==> src/rtl/arm_if_pkg.sv <==
// Shared types and widths for the instruction-fetch front end.
// Used by the prefetch controller and its halfword FIFO.
package arm_if_pkg;

  localparam int HW_W   = 16;
  localparam int ADDR_W = 32;

  typedef enum logic [1:0] {
    IDLE,
    WAIT,
    DISCARD
  } fetch_state_e;

  typedef struct packed {
    logic [ADDR_W-1:0] pc;
    logic [HW_W-1:0]   hw;
  } hw_entry_t;

endpackage

==> src/rtl/hw_fifo.sv <==
// DEPTH-entry {pc, halfword} FIFO.
// Accepts up to two pushes and one pop per cycle, and a synchronous flush that overrides both.
module hw_fifo
  import arm_if_pkg::*;
#(
  parameter  int DEPTH = 4,
  localparam int PTR_W = $clog2(DEPTH),
  localparam int CNT_W = $clog2(DEPTH + 1)
) (
  input  logic              clk,
  input  logic              rst_n,
  input  logic              flush,
  input  logic [1:0]        push_n,
  input  logic [ADDR_W-1:0] push_pc0,
  input  logic [HW_W-1:0]   push_hw0,
  input  logic [ADDR_W-1:0] push_pc1,
  input  logic [HW_W-1:0]   push_hw1,
  input  logic              pop,
  output logic              head_valid,
  output logic [HW_W-1:0]   head_hw,
  output logic [ADDR_W-1:0] head_pc,
  output logic [CNT_W-1:0]  count
);

  hw_entry_t        mem_q [DEPTH];
  hw_entry_t        mem_d [DEPTH];
  logic [PTR_W-1:0] rd_ptr_q, rd_ptr_d;
  logic [PTR_W-1:0] wr_ptr_q, wr_ptr_d;
  logic [CNT_W-1:0] count_q, count_d;
  logic             do_pop;

  always_comb begin
    // NOTE: every signal gets a default first so no path through the block infers a latch.
    do_pop   = pop && (count_q != '0);
    mem_d    = mem_q;
    rd_ptr_d = rd_ptr_q;
    wr_ptr_d = wr_ptr_q;
    count_d  = count_q;
    if (flush) begin
      rd_ptr_d = '0;
      wr_ptr_d = '0;
      count_d  = '0;
    end else begin
      if (push_n != 2'd0) begin
        mem_d[wr_ptr_q].pc = push_pc0;
        mem_d[wr_ptr_q].hw = push_hw0;
      end
      if (push_n == 2'd2) begin
        mem_d[wr_ptr_q + PTR_W'(1)].pc = push_pc1;
        mem_d[wr_ptr_q + PTR_W'(1)].hw = push_hw1;
      end
      wr_ptr_d = wr_ptr_q + PTR_W'(push_n);
      if (do_pop) begin
        rd_ptr_d = rd_ptr_q + PTR_W'(1);
      end
      count_d = count_q + CNT_W'(push_n) - CNT_W'(do_pop);
    end
  end

  // NOTE: sequential state uses non-blocking assignments so all flops update from pre-edge values.
  always_ff @(posedge clk or negedge rst_n) begin
    if (!rst_n) begin
      rd_ptr_q <= '0;
      wr_ptr_q <= '0;
      count_q  <= '0;
    end else begin
      rd_ptr_q <= rd_ptr_d;
      wr_ptr_q <= wr_ptr_d;
      count_q  <= count_d;
    end
  end

  // NOTE: storage is deliberately not reset; the head outputs are forced to zero while empty instead.
  always_ff @(posedge clk) begin
    mem_q <= mem_d;
  end

  assign head_valid = (count_q != '0);
  assign head_hw    = head_valid ? mem_q[rd_ptr_q].hw : '0;
  assign head_pc    = head_valid ? mem_q[rd_ptr_q].pc : '0;
  assign count      = count_q;

endmodule

==> src/rtl/inst_prefetch.sv <==
// Instruction prefetch unit: word fetches from imem, split into Thumb halfwords,
// buffered with their PCs and presented one per cycle to the fetch stage.
module inst_prefetch
  import arm_if_pkg::*;
#(
  parameter int          DEPTH    = 4,
  parameter logic [31:0] RESET_PC = 32'h0000_0000
) (
  input  logic        clk,
  input  logic        rst,
  output logic        imem_req,
  output logic [31:0] imem_addr,
  input  logic        imem_rvalid,
  input  logic [31:0] imem_rdata,
  input  logic        br_valid,
  input  logic [31:0] br_target,
  output logic        hw_valid,
  output logic [15:0] hw_data,
  output logic [31:0] hw_pc,
  input  logic        hw_ready
);

  localparam int               CNT_W   = $clog2(DEPTH + 1);
  localparam logic [CNT_W-1:0] REQ_MAX = CNT_W'(DEPTH - 2);

  fetch_state_e state_q, state_d;
  logic [31:1]  fetch_pc_q, fetch_pc_d;
  logic         imem_req_q, imem_req_d;
  logic [31:0]  imem_addr_q, imem_addr_d;

  logic [1:0]       push_n;
  logic [31:0]      push_pc0, push_pc1;
  logic [15:0]      push_hw0, push_hw1;
  logic [CNT_W-1:0] count;
  logic [31:1]      next_word_pc;
  logic             unused_br_bit0;

  assign next_word_pc   = {fetch_pc_q[31:2] + 30'd1, 1'b0};
  assign unused_br_bit0 = br_target[0];

  always_comb begin
    state_d     = state_q;
    fetch_pc_d  = fetch_pc_q;
    imem_req_d  = 1'b0;
    imem_addr_d = imem_addr_q;
    push_n      = 2'd0;
    push_pc0    = {fetch_pc_q, 1'b0};
    push_hw0    = imem_rdata[15:0];
    push_pc1    = {fetch_pc_q[31:2], 2'b10};
    push_hw1    = imem_rdata[31:16];

    // A branch always wins: retarget, never request or push in the same cycle.
    if (br_valid) begin
      fetch_pc_d = br_target[31:1];
    end

    case (state_q)
      IDLE: begin
        if (!br_valid && (count <= REQ_MAX)) begin
          imem_req_d  = 1'b1;
          imem_addr_d = {fetch_pc_q[31:2], 2'b00};
          state_d     = WAIT;
        end
      end
      WAIT: begin
        if (br_valid) begin
          state_d = imem_rvalid ? IDLE : DISCARD;
        end else if (imem_rvalid) begin
          if (fetch_pc_q[1]) begin
            push_n   = 2'd1;
            push_hw0 = imem_rdata[31:16];
          end else begin
            push_n = 2'd2;
          end
          fetch_pc_d = next_word_pc;
          state_d    = IDLE;
        end
      end
      DISCARD: begin
        if (imem_rvalid) begin
          state_d = IDLE;
        end
      end
      default: state_d = IDLE;
    endcase
  end

  always_ff @(posedge clk or negedge rst) begin
    if (!rst) begin
      state_q     <= IDLE;
      fetch_pc_q  <= RESET_PC[31:1];
      imem_req_q  <= 1'b0;
      imem_addr_q <= '0;
    end else begin
      state_q     <= state_d;
      fetch_pc_q  <= fetch_pc_d;
      imem_req_q  <= imem_req_d;
      imem_addr_q <= imem_addr_d;
    end
  end

  assign imem_req  = imem_req_q;
  assign imem_addr = imem_addr_q;

  hw_fifo #(
    .DEPTH (DEPTH)
  ) u_fifo (
    .clk        (clk),
    .rst_n      (rst),
    .flush      (br_valid),
    .push_n     (push_n),
    .push_pc0   (push_pc0),
    .push_hw0   (push_hw0),
    .push_pc1   (push_pc1),
    .push_hw1   (push_hw1),
    .pop        (hw_ready),
    .head_valid (hw_valid),
    .head_hw    (hw_data),
    .head_pc    (hw_pc),
    .count      (count)
  );

endmodule

==> config.mk <==
export PLATFORM = sky130hd
export DESIGN_NAME = inst_prefetch
export DESIGN_NICKNAME = d
export VERILOG_FILES = /design/src/rtl/arm_if_pkg.sv /design/src/rtl/hw_fifo.sv /design/src/rtl/inst_prefetch.sv
export SDC_FILE = /design/constraint.sdc
export NUM_CORES = 1
export LEC_CHECK = 0
export CELL_PAD_IN_SITES_DETAIL_PLACEMENT = 1
export CELL_PAD_IN_SITES_GLOBAL_PLACEMENT = 2
export CORE_AREA = 4 4 202 204
export DETAILED_ROUTE_END_ITERATION = 7
export DIE_AREA = 0 0 206 208
export HOLD_SLACK_MARGIN = 0.08
export PLACE_DENSITY_LB_ADDON = 0.1
export SYNTH_ARGS = -nofsm -noshare
export SYNTH_HDL_FRONTEND = slang
export SYNTH_SLANG_ARGS = --single-unit
==> constraint.sdc <==
create_clock -name clk -period 2.1 [get_ports clk]
set_clock_uncertainty 0.15 [all_clocks]
set_input_delay 0.315 -clock clk [delete_from_list [all_inputs] [get_ports clk]]
set_output_delay 0.315 -clock clk [all_outputs]
set_load 0.02 [all_outputs]
==> impl_metrics.tcl, run 1 <==
set metrics [dict create \
    avgSynthCellArea_um2 12.6 \
    critPathArrivalTime_ps 2230 \
    track_usage_pct 20.9 \
    cts_tree "built" \
    synthSimpleGateAreaFrac_pct 12.4 \
    boundaryPins 151 \
    synthArstFlopShare_pct 27.0 \
    fp-row-count 73 \
    worstSkewPairLatency_ps 560 \
    fp.dieW_um 206 \
    layout_setup_ws_ps -592 \
    coreArea_um2 39300 \
    final_max_slew_viol_count 0 \
    synthAdderAreaFrac_pct 0.612 \
    start_util_pct 34.4 \
    critPathMostFrequentCell "buf_12" \
    fillCellCount 3950 \
    status "finished, violations left" \
    antenna_found_initial 0 \
    vdd_ir_drop_max_mv 0.637 \
    grt_pass1_wl_mm 69.6 \
    dpl.hpwl_mm 28.1 \
    drv_cap 0 \
    worst_slew_pin_slew_ps 490 \
    drive_above_1_share_pct 44.1 \
    worst-path-buf-inv 4 \
    synth_top_family_by_area "multiplexers" \
    hold_class "input pin to asynchronous set/reset pin" \
    period_share_pct 128 \
    crit_family "buffers and inverters" \
    dr_total_vias 10300 \
    critical_path.cell_chain "buf_12 -> buf_16 -> buf_12 -> mux4_2 -> and2_4 -> buf_6" \
    wl_per_cell_um 23.9 \
    pwr-share-comb_pct 43.9 \
    dr.pass1.iters 5 \
    ys.flop_type "edfxtp_1" \
    start_kind "register" \
    required_ps 1630 \
    intPower_w 0.0150 \
    muxShareOfSynthArea_pct 18.3 \
    wl_mm 46.3 \
    vias_per_cell 5.30 \
    fmax_mhz 371 \
    fin_total_pwr_w 0.0220 \
    critical-path-max-stage-delay_ps 520 \
    portBuffers 147 \
    synth_edf_count 192 \
    synthXorXnorAreaFrac_pct 1.10 \
    ys_types 58 \
    cts.sinks 263 \
    grt_max_degree 39 \
    ys_seq_elements 263 \
    crit_fanout 5 \
    grt_pass1_vias 11100 \
    drc 0 \
    nets 1461 \
    p_sw_share_pct 31.9 \
    synth_compound_area_share_pct 8.47 \
    clkPwrFrac_pct 24.4 \
    synth_cells 1073 \
    design_area_um2 20100 \
    diodes 0 \
    die_y_um 208 \
    pwr-share-seq_pct 31.7 \
    slew_headroom_pct 67.0 \
    end_kind "primary output" \
    gr-total-overflow 0 \
    syn_to_final_growth_pct 49.0 \
    grt_setup_unrepaired "true" \
    fin_crit_ps 2690 \
    tns_ps -33740 \
    cts_root_buf "clkbuf_16" \
    cts_buffers 31 \
    p_per_area_nw_per_um2 1090 \
    final_antenna_net_count 0 \
    drt_iter0_markers 476 \
    yosysWarnings 0 \
    gp_congestion 0.770 \
    syn_area_um2 13500 \
    p_sw_w 0.00701 \
    path_class "register to primary output" \
    worst_path_max_delay_cell "dfrtp_4" \
    ys_seq_area_share_pct 55.9 \
    hold_violations 0 \
    leakage_nw 7.81 \
    clk_pin_slew_worst_paths_ps 60 \
    violations "negative setup slack" \
    place_area_um2 16800 \
    setup_viol 175 \
    cts_max_level 1 \
    die_area_um2 42800 \
    clk_path_buf_depth 3 \
]
==> through the flow <==
stage	utilization, %	cells	worst slack, ps	hold WS, ps
after global placement	42.7	1790	-387	143
after detailed placement	42.7	1790	-446	142
after CTS	48.8	1915	-681	98.4
after global routing	51.2	1935	-645	134
after floorplan	-	1074	-120	-131
final	51.2	1935	-592	96.4
==> flip-flops by register name (all words and copies together) (netlist names) <==
| register | flops |
|---|---|
| u_fifo.mem_q | 192 |
| imem_req | 1 |
| state_q | 2 |
| imem_addr | 30 |
| u_fifo.wr_ptr_q | 2 |
| u_fifo.rd_ptr_q | 2 |
| fetch_pc_q | 31 |
| u_fifo.count | 3 |
==> worst register-to-register path, stage by stage, from the launching register on <==
cell and delay (ps):
dfrtp_1 400, or3_4 460, and2_4 180, ha_4 220, inv_4 60, ha_4 120, inv_2 30, fa_2 520
nor2_2 30
==> cells by family (layout without fill, tap and decap cells) <==
kind of cell	Yosys count	after routing
AO/OA/AOI/OAI	163	163
XOR/XNOR	17	17
adder cells (fa/ha/maj)	6	6
buffers and inverters	105	440
flip-flops	263	263
multiplexers	174	174
other	1	2
AND/OR/NAND/NOR	344	345
==> synthesized netlist by cell type (all sizes together) (12+ instances only) <==
| master | number | area, um^2 |
|---|---|---|
| a22o | 30 | 263 |
| a31oi | 14 | 87.6 |
| and2 | 55 | 344 |
| buf | 26 | 133 |
| clkbuf | 63 | 239 |
| dfrtp | 71 | 1780 |
| edfxtp | 192 | 5770 |
| inv | 15 | 56.3 |
| mux2 | 106 | 1190 |
| mux2i | 20 | 200 |
| mux4 | 48 | 1080 |
| nand2 | 141 | 529 |
| nand2b | 18 | 113 |
| nand4 | 12 | 75.1 |
| nor2 | 64 | 240 |
| o21ai | 58 | 290 |
| o221a | 16 | 180 |
| o22ai | 16 | 100 |
| xnor2 | 13 | 114 |
==> layout make-up <==
type,instances,area [um^2],area share (%)
clock buffer,42,847,4.21
clock inverter,15,149,0.740
inverter,16,70.1,0.348
multi-input combinational,707,6520,32.4
sequential,263,7550,37.5
tap,525,657,3.27
timing repair buffer,367,4320,21.5
==> power by group through the flow <==
stage | logic, W | registers (W) | clock network [W]
6_report | 0.00964 | 0.00696 | 0.00537
5_1_grt | 0.0102 | 0.00706 | 0.00573
4_1_cts | 0.00873 | 0.00695 | 0.00550
3_5_place_dp | 0.00759 | 0.00704 | 0
3_3_place_gp | 0.00751 | 0.00702 | 0
2_1_floorplan | 0.00375 | 0.00725 | 0
==> placed cells by master (no fill, tap or decap), types with 13 or more instances in the layout <==
cell type,instances
and2_4,50
mux2_4,36
buf_12,49
inv_1,13
nor2_1,58
mux2_2,70
clkdlybuf4s50_1,96
edfxtp_1,192
o21ai_0,42
o221a_4,16
a31oi_1,14
dfrtp_1,67
mux2i_1,20
a22o_1,30
nand2_1,133
buf_4,102
clkbuf_16,37
buf_6,95
mux4_2,48
==> worst paths after layout <==
kind / cells after the start / start / slack, ps / endpoint
max: 6 / u_fifo.rd_ptr_q[0] / -590 / hw_pc[29]
min: 2 / rst / 100 / imem_addr[26]
max reg2reg: 8 / u_fifo.count[0] / -180 / u_fifo.count[1]
min reg2reg: 2 / imem_addr[10] / 350 / imem_addr[10]
max in group asynchronous: 3 / rst / 1090 / fetch_pc_q[21]
min in group clk: 3 / br_target[6] / 180 / fetch_pc_q[6]
==> timing repair <==
| action | in CTS | in global routing |
|---|---|---|
| hold endpoints to repair | 71 | 0 |
| pin swaps | 33 | 74 |
| setup endpoints to repair | 148 | 228 |
| setup buffers | 51 | 34 |
| gates cloned | 17 | 6 |
| hold buffers | 1 | 0 |
| resized for setup | 394 | 221 |
==> routing by layer <==
layer / track usage, % / wire [um] / share of wire [%] / vias to the layer above
met5: 0 / 0 / 0 / -
li1: - / - / - / 4675
met2: 35.6 / 23400 / 51 / 186
met4: 3.56 / 629 / 1.4 / 0
met3: 2.32 / 1550 / 3.3 / 42
met1: 29.3 / 20700 / 45 / 5354
Power figures use the tool's default switching activity.
==> run 2, diff against run 1 <==
CORE_AREA = 4 4 225 183   (was 4 4 202 204)
DIE_AREA = 0 0 229 187   (was 0 0 206 208)
==> impl_metrics.tcl, run 2 (synthesis results as in run 1) <==
set metrics [dict create \
    status "finished, violations left" \
    violations "negative setup slack" \
    cts_root_buf "clkbuf_16" \
    nets 1414 \
    boundaryPins 151 \
    vdd_ir_drop_max_mv 0.581 \
    fin_crit_ps 2620 \
    grt_pass1_wl_mm 65.3 \
    fmax_mhz 382 \
    drc 0 \
    die_area_um2 42800 \
    start_util_pct 34.6 \
    use_met3_pct 2.47 \
    cts_tree "built" \
    final_max_slew_viol_count 0 \
    tns_ps -30930 \
    wl_mm 44.7 \
    crit_fanout 6 \
    layout_setup_ws_ps -521 \
    worstSkewPairLatency_ps 560 \
    die_y_um 187 \
    top_register "u_fifo.mem_q" \
    grt_util_met1_pct 29.2 \
    slew_headroom_pct 57.4 \
    cts.sinks 263 \
    critPathMostFrequentCell "buf_6" \
    wl_per_cell_um 23.9 \
    grt_busiest_layer "met2" \
    fp.dieW_um 229 \
    multi_input_area_um2 6210 \
    critical-path-max-stage-delay_ps 520 \
    final_antenna_net_count 0 \
    period_share_pct 125 \
    worst_path_max_delay_cell "mux4_2" \
    mostFrequentLayoutCells "192 x edfxtp_1, 132 x nand2_1, 99 x buf_4" \
    fp-row-count 65 \
    p_per_area_nw_per_um2 1120 \
    cts_max_level 1 \
    vias_per_cell 5.37 \
    start_kind "register" \
    gp_congestion 0.753 \
    seqCellArea_um2 7550 \
    worst_slew_pin_slew_ps 640 \
    hold_violations 0 \
    syn_to_final_growth_pct 40.9 \
    critical_path.cell_chain "buf_6 -> buf_12 -> mux4_2 -> and2_4 -> buf_6" \
    portBuffers 147 \
    dpl.hpwl_mm 28.4 \
    grt_util_met2_pct 30.3 \
    antenna_found_initial 1 \
    end_kind "primary output" \
    grt_pass1_vias 10600 \
    largest_reg_flops 192 \
    fillCellCount 3923 \
    critPathArrivalTime_ps 2160 \
    pre_cts_ws_ps -507 \
    leakage_nw 7.25 \
    drv_cap 0 \
    mostFrequentLayoutCell "edfxtp_1" \
    setup_viol 138 \
    clk_path_buf_depth 3 \
    drt_iter0_markers 567 \
    path_class "register to primary output" \
    dr_total_vias 10000 \
    cts_buffers 30 \
    fin_total_pwr_w 0.0213 \
    gr-total-overflow 0 \
    dr.pass1.iters 5 \
    required_ps 1630 \
    coreArea_um2 39000 \
    grt_setup_unrepaired "true" \
    clk_pin_slew_worst_paths_ps 60 \
    grt_max_degree 49 \
    hold_class "input pin to asynchronous set/reset pin" \
    track_usage_pct 19.3 \
    drive_above_1_share_pct 40.1 \
]
run 2: changes by cell type in the layout (fill, tap and decap cells not counted), moves of 7 or more:
cell / before / now
buf_12: 49 / 42
buf_16: 10 / 2
buf_6: 95 / 63
clkbuf_1: 8 / 16
mux2_2: 70 / 88
mux2_4: 36 / 17
nand2_2: 2 / 9
nand2b_1: 7 / 14
nand2b_4: 11 / 4
o21ai_1: 8 / 15
o221a_2: 0 / 12
o221a_4: 16 / 4
run 2: final timing paths:
kind / endpoint / cells past startpoint / from / slack [ps]
max reg2reg: u_fifo.count[2] / 9 / u_fifo.count[1] / -210
min in group clk: fetch_pc_q[17] / 3 / br_target[17] / 170
max: hw_data[8] / 5 / u_fifo.rd_ptr_q[0] / -520
min reg2reg: imem_addr[24] / 2 / imem_addr[24] / 340
max in group asynchronous: imem_addr[2] / 3 / rst / 1120
min: fetch_pc_q[31] / 2 / rst / 100
run 2: power by group:
group          switching (W)  internal (W)
combinational        0.00425       0.00492
sequential          0.000481       0.00649
clock                0.00212       0.00307
total                0.00685        0.0145
run 2: what timing repair did:
action	CTS	global route
gates resized for setup	263	204
buffers inserted	14	26
hold buffers	1	0
pin swaps	18	49
cloned	3	8
setup endpoints to repair	121	139
endpoints found under the hold margin	71	0
run 2: area by class of cell:
class | count | share of cell area [%]
diodes | 1 | 0.0132
clock buffers | 50 | 4.61
clock inverters | 6 | 0.414
inverters | 16 | 0.368
multi-input cells | 707 | 32.6
flip-flops and latches | 263 | 39.7
well taps | 502 | 3.30
repair buffers | 321 | 19.0
run 2: per-layer routing:
metal | wire [um] | vias up
li1 | - | 4581
met1 | 22100 | 5242
met2 | 20600 | 164
met3 | 1290 | 42
met4 | 681 | 0
met5 | 0 | -
run 2: per-stage QoR:
stage	util, %	cells	hold slack, ps	area [um^2]
final	48.7	1866	103	19000
after global routing	48.7	1865	119	19000
after CTS	45.8	1834	104	17900
after detailed placement	42.8	1760	157	16700
after global placement	42.8	1760	148	16700
after floorplan	-	1074	-131	13600
run 2: worst max-delay path: cells and delay by family (launching register included):
| family | cells | cell delay [ps] |
|---|---|---|
| DFF | 1 | 480 |
| buffers and inverters | 3 | 420 |
| muxes | 1 | 520 |
| and+or+nand+nor | 1 | 180 |
==> run 3, diff against run 2 <==
CTS_CLUSTER_DIAMETER = 30   (was not set)
==> impl_metrics.tcl, run 3 (synthesis results as in run 1) <==
set metrics [dict create \
    worst_slew_pin_slew_ps 655 \
    fin_util_pct 50.5 \
    crit_family "flip-flops" \
    fillCellCount 3894 \
    crit_fanout 6 \
    start_kind "register" \
    final_antenna_net_count 0 \
    track_usage_pct 19.9 \
    dr.pass1.iters 5 \
    final_max_slew_viol_count 0 \
    place_inst 1760 \
    path_class "register to primary output" \
    boundaryPins 151 \
    mostFrequentLayoutCells "192 x edfxtp_1, 141 x nand2_1, 96 x clkdlybuf4s50_1, 96 x buf_4, 77 x mux2_2" \
    tns_ps -25490 \
    worst-path-buf-inv 4 \
    gp_congestion 0.753 \
    required_ps 1630 \
    coreArea_um2 39000 \
    die_area_um2 42800 \
    cts.sinks 263 \
    start_util_pct 34.6 \
    end_kind "primary output" \
    worst_path_max_delay_cell "dfrtp_4" \
    clk_path_buf_depth 3 \
    cts_tree "built" \
    fp-row-count 65 \
    drive_above_1_share_pct 39.7 \
    syn_to_final_growth_pct 46.0 \
    setup_viol 113 \
    dpl.hpwl_mm 28.4 \
    hold_violations 0 \
    critPathArrivalTime_ps 2240 \
    wl_mm 44.5 \
    drv_cap 0 \
    grt_setup_unrepaired "true" \
    fin_crit_ps 2700 \
    drt_iter0_markers 668 \
    fmax_mhz 370 \
    grt_pass1_vias 11000 \
    cts_root_buf "clkbuf_16" \
    vias_per_cell 5.37 \
    hold_class "input pin to asynchronous set/reset pin" \
    portBuffers 147 \
    grt_pass1_wl_mm 67.2 \
    critPathMostFrequentCell "buf_6" \
    cts_buffers 60 \
    clk_pin_slew_worst_paths_ps 50 \
    gr-total-overflow 0 \
    p_per_area_nw_per_um2 1260 \
    wl_per_cell_um 23.3 \
    antenna_found_initial 2 \
    top_register "u_fifo.mem_q" \
    layout_setup_ws_ps -605 \
    timing.hold.ws_ps 96.8 \
    slew_headroom_pct 56.3 \
    violations "negative setup slack" \
    fp.dieW_um 229 \
    cts_max_level 2 \
    largest_reg_flops 192 \
    critical-path-max-stage-delay_ps 540 \
    critical_path.cell_chain "buf_12 -> buf_16 -> buf_6 -> mux4_2 -> and2_4 -> buf_6" \
    worstSkewPairLatency_ps 580 \
    nets 1430 \
    die_y_um 187 \
    drc 0 \
    leakage_nw 7.65 \
    dr_total_vias 10300 \
    vdd_ir_drop_max_mv 0.686 \
    final_cells 1911 \
    period_share_pct 129 \
    status "finished, violations left" \
    mostFrequentLayoutCell "edfxtp_1" \
    grt_max_degree 49 \
]
run 3: cell count changes in the layout (fill, tap and decap cells not counted), sizes merged:
cell	delta
clkinv	+26
clkbuf	+19
buf	-11
bufinv	+6
clkinvlp	+4
diode	+1
run 3: layout make-up:
type	count	area [um^2]	share of cell area, %
multi-input combinational	707	6080	30.8
timing repair buffer	307	3350	17.0
clock buffer	72	1610	8.16
antenna	2	5.00	0.0254
inverter	16	70.1	0.355
clock inverter	42	429	2.18
tap	502	628	3.19
sequential	263	7550	38.3
run 3: worst reg2reg max path: stages, from the launching register on:
cell and delay, ps:
dfrtp_1 380, or3_4 440, and2_4 170, ha_4 220, inv_4 60, ha_4 120, inv_2 30, fa_2 520
nor2_2 30
run 3: final timing paths:
check,from,end,slack [ps],cells after the start
max,u_fifo.rd_ptr_q[0],hw_data[1],-600,6
min,rst,fetch_pc_q[31],100,2
max reg2reg,u_fifo.count[1],u_fifo.count[1],-150,8
min reg2reg,imem_addr[22],imem_addr[22],340,2
max in group asynchronous,rst,imem_addr[5],1140,3
min in group clk,br_target[17],fetch_pc_q[17],160,3
run 3: power by group:
part	internal [W]	switching, W
Combinational	0.00453	0.00406
Clock	0.00637	0.00297
Sequential	0.00650	0.000489
Total	0.0174	0.00752
run 3: repair_timing:
| item | in CTS | in global routing |
|---|---|---|
| endpoints found under the hold margin | 71 | 0 |
| endpoints found under the setup margin | 130 | 128 |
| pin swaps | 19 | 26 |
| setup buffers | 12 | 14 |
| cloned | 3 | 6 |
| resized for setup | 273 | 134 |
| hold buffers | 1 | 0 |
run 3: stage by stage:
step / setup WS, ps / power [W] / cell area [um^2]
global route: -663 / 0.0261 / 19700
floorplan: -120 / 0.0110 / 13600
finish: -605 / 0.0249 / 19700
CTS: -679 / 0.0245 / 19000
detailed placement: -507 / 0.0148 / 16700
global placement: -420 / 0.0147 / 16700
run 3: per-layer routing:
| metal | routed length [um] | part of all wire, % | GRT usage [%] |
|---|---|---|---|
| met1 | 21400 | 48 | 29.5 |
| met2 | 20400 | 46 | 30.5 |
| met3 | 2150 | 4.8 | 3.65 |
| met4 | 568 | 1.3 | 4.59 |
| met5 | 0 | 0 | 0 |
